===== src/rtl/vga_fb_fill.sv =====
// vga_fb_fill: fills an axis-aligned rectangle of a framebuffer with one
// color. It writes one pixel per cycle in row-major order and drives a simple
// registered write port (WA/WD/WE). Pixel addresses are tracked
// incrementally, so only the first address of a command needs a multiply.
module vga_fb_fill #(
  parameter int H_RES = 320,
  parameter int V_RES = 240
) (
  input  logic        CLK_50MHz,
  input  logic        RST,
  input  logic        START,
  input  logic        ABORT,
  input  logic [8:0]  X0,
  input  logic [8:0]  X1,
  input  logic [7:0]  Y0,
  input  logic [7:0]  Y1,
  input  logic [11:0] COLOR,
  output logic [16:0] WA,
  output logic [11:0] WD,
  output logic        WE,
  output logic        BUSY,
  output logic        DONE,
  output logic        ERR
);

  localparam logic [16:0] H_STEP = 17'(H_RES);
  localparam logic [31:0] H_LIM  = 32'(H_RES);
  localparam logic [31:0] V_LIM  = 32'(V_RES);

  typedef enum logic [1:0] {
    IDLE   = 2'd0,
    FILL   = 2'd1,
    FINISH = 2'd2
  } state_e;

  state_e      state_q, state_d;
  logic [8:0]  xlo_q, xlo_d, xhi_q, xhi_d, col_q, col_d;
  logic [7:0]  yhi_q, yhi_d, row_q, row_d;
  logic [11:0] color_q, color_d;
  logic [16:0] addr_q, addr_d;       // address of the next pixel to write
  logic [16:0] rowbase_q, rowbase_d; // address of column 0 of the current row
  logic        last_q, last_d;       // final pixel already issued
  logic [16:0] wa_q, wa_d;
  logic [11:0] wd_q, wd_d;
  logic        we_q, we_d, busy_q, busy_d, done_q, done_d, err_q, err_d;

  // Normalised corners of the command currently on the inputs.
  logic [8:0]  x_lo_s, x_hi_s;
  logic [7:0]  y_lo_s, y_hi_s;
  logic        cmd_ok_s;
  logic [16:0] base_s, first_addr_s, next_base_s;

  assign x_lo_s       = (X0 < X1) ? X0 : X1;
  assign x_hi_s       = (X0 < X1) ? X1 : X0;
  assign y_lo_s       = (Y0 < Y1) ? Y0 : Y1;
  assign y_hi_s       = (Y0 < Y1) ? Y1 : Y0;
  assign cmd_ok_s     = ({23'd0, x_hi_s} < H_LIM) && ({24'd0, y_hi_s} < V_LIM);
  assign base_s       = {9'd0, y_lo_s} * H_STEP;
  assign first_addr_s = base_s + {8'd0, x_lo_s};
  assign next_base_s  = rowbase_q + H_STEP;

  // Next-state and next-output logic; pulses and write strobes default low.
  always_comb begin
    state_d   = state_q;
    xlo_d     = xlo_q;
    xhi_d     = xhi_q;
    yhi_d     = yhi_q;
    col_d     = col_q;
    row_d     = row_q;
    color_d   = color_q;
    addr_d    = addr_q;
    rowbase_d = rowbase_q;
    last_d    = last_q;
    wa_d      = wa_q;
    wd_d      = wd_q;
    we_d      = 1'b0;
    busy_d    = 1'b0;
    done_d    = 1'b0;
    err_d     = 1'b0;
    case (state_q)
      IDLE: begin
        if (START) begin
          if (cmd_ok_s) begin
            xlo_d     = x_lo_s;
            xhi_d     = x_hi_s;
            yhi_d     = y_hi_s;
            col_d     = x_lo_s;
            row_d     = y_lo_s;
            color_d   = COLOR;
            rowbase_d = base_s;
            addr_d    = first_addr_s;
            last_d    = 1'b0;
            state_d   = FILL;
          end else begin
            err_d = 1'b1;
          end
        end else begin
          state_d = IDLE;
        end
      end
      FILL: begin
        if (ABORT) begin
          state_d = IDLE;
        end else if (last_q) begin
          // The cycle after the final write shows DONE while in FINISH.
          done_d  = 1'b1;
          state_d = FINISH;
        end else begin
          we_d   = 1'b1;
          busy_d = 1'b1;
          wa_d   = addr_q;
          wd_d   = color_q;
          if (col_q == xhi_q) begin
            if (row_q == yhi_q) begin
              last_d = 1'b1;
            end else begin
              row_d     = row_q + 8'd1;
              col_d     = xlo_q;
              rowbase_d = next_base_s;
              addr_d    = next_base_s + {8'd0, xlo_q};
            end
          end else begin
            col_d  = col_q + 9'd1;
            addr_d = addr_q + 17'd1;
          end
        end
      end
      FINISH: begin
        state_d = IDLE;
      end
      default: begin
        state_d = IDLE;
      end
    endcase
  end

  // State and registered outputs, with synchronous reset taking priority.
  always_ff @(posedge CLK_50MHz) begin
    if (RST) begin
      state_q   <= IDLE;
      xlo_q     <= 9'd0;
      xhi_q     <= 9'd0;
      yhi_q     <= 8'd0;
      col_q     <= 9'd0;
      row_q     <= 8'd0;
      color_q   <= 12'd0;
      addr_q    <= 17'd0;
      rowbase_q <= 17'd0;
      last_q    <= 1'b0;
      wa_q      <= 17'd0;
      wd_q      <= 12'd0;
      we_q      <= 1'b0;
      busy_q    <= 1'b0;
      done_q    <= 1'b0;
      err_q     <= 1'b0;
    end else begin
      state_q   <= state_d;
      xlo_q     <= xlo_d;
      xhi_q     <= xhi_d;
      yhi_q     <= yhi_d;
      col_q     <= col_d;
      row_q     <= row_d;
      color_q   <= color_d;
      addr_q    <= addr_d;
      rowbase_q <= rowbase_d;
      last_q    <= last_d;
      wa_q      <= wa_d;
      wd_q      <= wd_d;
      we_q      <= we_d;
      busy_q    <= busy_d;
      done_q    <= done_d;
      err_q     <= err_d;
    end
  end

  assign WA   = wa_q;
  assign WD   = wd_q;
  assign WE   = we_q;
  assign BUSY = busy_q;
  assign DONE = done_q;
  assign ERR  = err_q;

endmodule

===== config.mk =====
export PLATFORM = sky130hd
export DESIGN_NAME = vga_fb_fill
export DESIGN_NICKNAME = d
export VERILOG_FILES = /design/src/rtl/vga_fb_fill.sv
export SDC_FILE = /design/constraint.sdc
export NUM_CORES = 1
export LEC_CHECK = 0
export BUFFER_PORTS_ARGS = -buffer_cell sky130_fd_sc_hd__buf_2
export CAP_MARGIN = 25
export CORE_ASPECT_RATIO = 0.75
export CORE_MARGIN = 2
export CORE_UTILIZATION = 64
export CTS_BUF_LIST = sky130_fd_sc_hd__clkbuf_8 sky130_fd_sc_hd__clkbuf_16
export DETAILED_ROUTE_END_ITERATION = 8
export PLACE_DENSITY = 0.95
export SYNTH_ARGS = -nofsm -noshare
export SYNTH_HDL_FRONTEND = slang
export SYNTH_SLANG_ARGS = --single-unit

===== constraint.sdc =====
create_clock -name CLK_50MHz -period 11.1 [get_ports CLK_50MHz]
set_clock_uncertainty 0.1 [all_clocks]
set_input_delay 1.665 -clock CLK_50MHz [delete_from_list [all_inputs] [get_ports CLK_50MHz]]
set_output_delay 1.665 -clock CLK_50MHz [all_outputs]
set_load 0.02 [all_outputs]

==> results by group <==
Critical path
  – Library cell contributing the largest single delay on the critical path: mux2i_1
  – Cell mode on critical path: ha_1
  – WP data required: 11.31 ns
  – Kind of critical path: in -> reg
  – Worst flop-to-flop path endpoint: addr_q[9]$_SDFFE_PP0P_
  – Slowest stage delay, CP: 0.54 ns
  – R2r setup slk: 7.96 ns
  – Kind of start point of the critical path: primary input
  – Path depth of the worst reg2reg path: 7
  – Worst R2R Start: state_q[0]$_SDFFE_PP0P_
  – Sort of element at the end of the critical path: flop
  – Arrival time worst endpoint: 6.28 ns
  – Maximum net fanout on the critical path: 19
  – Sequence of cells on the critical path: buf_2 -> inv_1 -> ha_1 -> nor4_1 -> a211oi_4 -> nor2_8 -> mux2i_1 -> inv_1 -> ha_1 -> ha_1 -> fa_1 -> a21oi_1 -> o21ai_0 -> xor2_1 -> nand4_1 -> nor2_1 -> mux2i_1 -> a32o_1

Synth
  – Synth Flop Type: dfxtp_1
  – Async SR Flop Fraction: 0%
  – Yosys top cell by area: dfxtp_1
  – Parity-gate share of the synthesized area counting xor and xnor cells: 7.90%
  – Adder-cell area share of the yosys netlist: 6.11%
  – Number of synthesized register bits: 118
  – Netlist area before placement: 7410 um2
  – Dominant combinational cell family by area after synthesis: compound AO/OA/AOI/OAI gates
  – Number of enable flip-flop cells after synthesis: 0
  – Cell types with the largest area share after synthesis: dfxtp_1 (32%), a21oi_1 (6.4%), nand2_1 (5.7%), ha_1 (5.6%), nor2_1 (4.8%)
  – Mux share of post-synthesis cell area: 5.33%
  – Compound-Gate Fraction of Synth Area: 22.4%
  – Basic-gate share of the synthesized area counting and, or, nand and nor cells: 20.9%
  – Share of the synthesized area in the top cell type: 31.9%
  – Count of yosys warnings during synthesis: 0
  – Syn_nets: 1020
  – Syn Inst Count: 935
  – Syn_area_per_cell: 7.93 um2
  – Count of different cell masters after synthesis: 72
  – Post-synthesis sequential area ratio: 31.9%

Die
  – Die area: 12500 um2
  – Core Region: 11400 um2
  – Starting utilization of the core area: 64.8%
  – Die outline width: 128 um
  – Number of I/O pins: 83
  – Vert. Die Dim: 97.2 um
  – Count of standard-cell rows: 34

Worst hold path
  – Number of cells on the worst hold path: 2
  – Worst min-delay path startpoint: WD[10]$_SDFFE_PP0P_
  – WHS Endpoint: WD[10]$_SDFFE_PP0P_
  – Hold WC Path Type: reg -> reg

STA
  – Slew margin rel.: 39.3%
  – Fin Setup TNS: 0 ns
  – Maximum clock frequency: 0.165 GHz
  – Finish-stage setup viols: 0
  – Unrepaired setup endpoints after global routing: false
  – Max Slew Vio Count: 0
  – Final min period: 6.07 ns
  – Number of failing hold endpoints at the final stage: 0
  – Worst Tran Pin Value: 0.910 ns
  – Fin crit share: 54.7%

Clocking
  – Worst-skew pair later-pin latency: 0.43 ns
  – Clock buffers created by TritonCTS: 17
  – Number of buffers added to fix hold violations after cts: 0
  – Clock root buffer: clkbuf_16
  – Bufs on Longest Clock Path: 2
  – Number of gates resized after CTS: 0
  – TritonCTS clock tree: yes
  – Clk slew on worst S/H paths: 0.05 ns
  – Post-CTS setup-driven buffer insertion count: 0
  – Clock sink total: 118
  – H-Tree Level Count: 4

Final layout
  – Synthesis-to-layout area growth: 14.2%
  – Fraction of final layout cells with drive strength greater than 1: 16.6%
  – Layout net count: 1070
  – Leading cell type in the layout, fill and taps excluded: dfxtp_1
  – Most frequent cells in the layout: dfxtp_1 (118), nand2_1 (112), a21oi_1 (95)
  – Antenna diodes: 0

Detailed routing
  – First-iteration detailed-routing DRC count: 1176
  – WL per Instance: 18.4 um
  – Number of iterations in the first detailed-routing pass: 8
  – Wirelength, routed: 21.0 mm
  – Detail Route Antenna Nets: 0
  – # DRC: 0
  – Detail-routed via count per cell: 6.61
  – Via Count: 7541

Power
  – Peak supply drop: 120 uV
  – Overall Power: 1.49 mW
  – Total power divided by cell area: 177 nW/um2
  – Leakage component of the power: 3.45 nW

Placement
  – HPWL Detailed: 13.0 mm
  – Global placer's final weighted congestion: 0.999
  – Number of port buffers: 82

Global routing
  – Global-route wire length before repair: 34.0 mm
  – Global-route congestion overflow total: 0
  – GR Layer Usage met1: 45.2%
  – Initial antenna violation count: 0
  – Global routing usage on met2: 49.0%
  – Maximum number of pins on one net before global-route repair: 108
  – Via count of the first global-routing pass: 6950
  – GR Util met3: 11.2%
  – Most congested layer reported by global routing: met2
  – Overall track demand over capacity in global routing: 33.7%

Status
  – Run status: finished, final reports clean

Run
  – Max-cap viol count: 0
metal layers:
| metal | vias up | wire, um |
|---|---|---|
| met3 | 121 | 2480 |
| met1 | 3443 | 8560 |
| met5 | - | 0 |
| met4 | 0 | 784 |
| li1 | 3416 | - |
| met2 | 561 | 9210 |
registers in the layout, indices dropped and copies added (netlist names):
| name | count |
|---|---|
| addr_q | 17 |
| rowbase_q | 11 |
| WD | 12 |
| yhi_q | 8 |
| last_q | 1 |
| color_q | 12 |
| xhi_q | 9 |
| DONE | 1 |
| BUSY | 1 |
| xlo_q | 9 |
| WA | 17 |
| col_q | 9 |
| row_q | 8 |
| ERR | 1 |
| state_q | 2 |
stage by stage:
stage	utilization (%)	instances	hold slack (ns)	area (um2)	setup WS, ns
CTS	73.5	1138	0.352	8410	5.17
finish	74.0	1140	0.348	8470	5.03
global route	74.0	1140	0.365	8470	4.88
floorplan	-	935	0.331	7410	5.56
global placement	68.2	1107	0.339	7800	5.05
detailed placement	68.3	1108	0.344	7820	4.91
cells in the mapped netlist, drive strengths merged, types with 6 or more instances:
cell    instances
dfxtp         118
nand2         113
a21oi          97
nor2           96
o21ai          54
clkbuf         39
nor3           39
mux2i          36
ha             33
xnor2          33
xor2           33
inv            31
a211oi         30
buf            24
nand3          20
o211ai         13
nand4           9
a21o            8
a311oi          8
o21a            8
o22ai           8
nor4            7
and3            6
nor2b           6
cell type report:
type                            count  area [um2]
Timing Repair Buffer               94         551
Inverter                           31         116
Clock buffer                       20         467
Sequential cell                   118        2360
Clock inverter                     10         130
Tap cell                          144         180
Multi-Input combinational cell    723        4660
Fill cell                         734        2980
report_power, final:
part | switching (mW) | leakage, nW | total (mW) | internal [mW]
Clock | 0.195 | 0.299 | 0.561 | 0.365
Combinational | 0.257 | 2.19 | 0.419 | 0.162
Sequential | 0.0507 | 0.965 | 0.515 | 0.464
Total | 0.503 | 3.45 | 1.49 | 0.992
how the worst max path moves through the flow:
stage,from,to,slack [ns],depth (start not counted)
after floorplan,Y1[2],addr_q[15]$_SDFFE_PP0P_,5.56,19
after global placement,Y0[2],addr_q[16]$_SDFFE_PP0P_,5.05,18
after detailed placement,Y1[4],addr_q[16]$_SDFFE_PP0P_,4.91,18
after CTS,Y1[4],addr_q[15]$_SDFFE_PP0P_,5.17,18
after global routing,Y1[2],addr_q[15]$_SDFFE_PP0P_,4.88,19
final,Y1[4],addr_q[15]$_SDFFE_PP0P_,5.03,18
critical path: cells and delay by family:
| kind | cells | cell delay, ns |
|---|---|---|
| AND/OR/NAND/NOR | 4 | 1.30 |
| adder cells (fa/ha/maj) | 4 | 1.21 |
| AO/OA/AOI/OAI | 4 | 0.83 |
| multiplexers | 2 | 0.63 |
| XOR/XNOR | 1 | 0.37 |
| buffers and inverters | 3 | 0.27 |
cell families after synthesis:
family                   Yosys count
AO/OA/AOI/OAI                    257
XOR/XNOR                          66
adder cells (fa/ha/maj)           35
buffers and inverters             94
flip-flops                       118
multiplexers                      38
AND/OR/NAND/NOR                  327
Power figures use the tool's default switching activity.
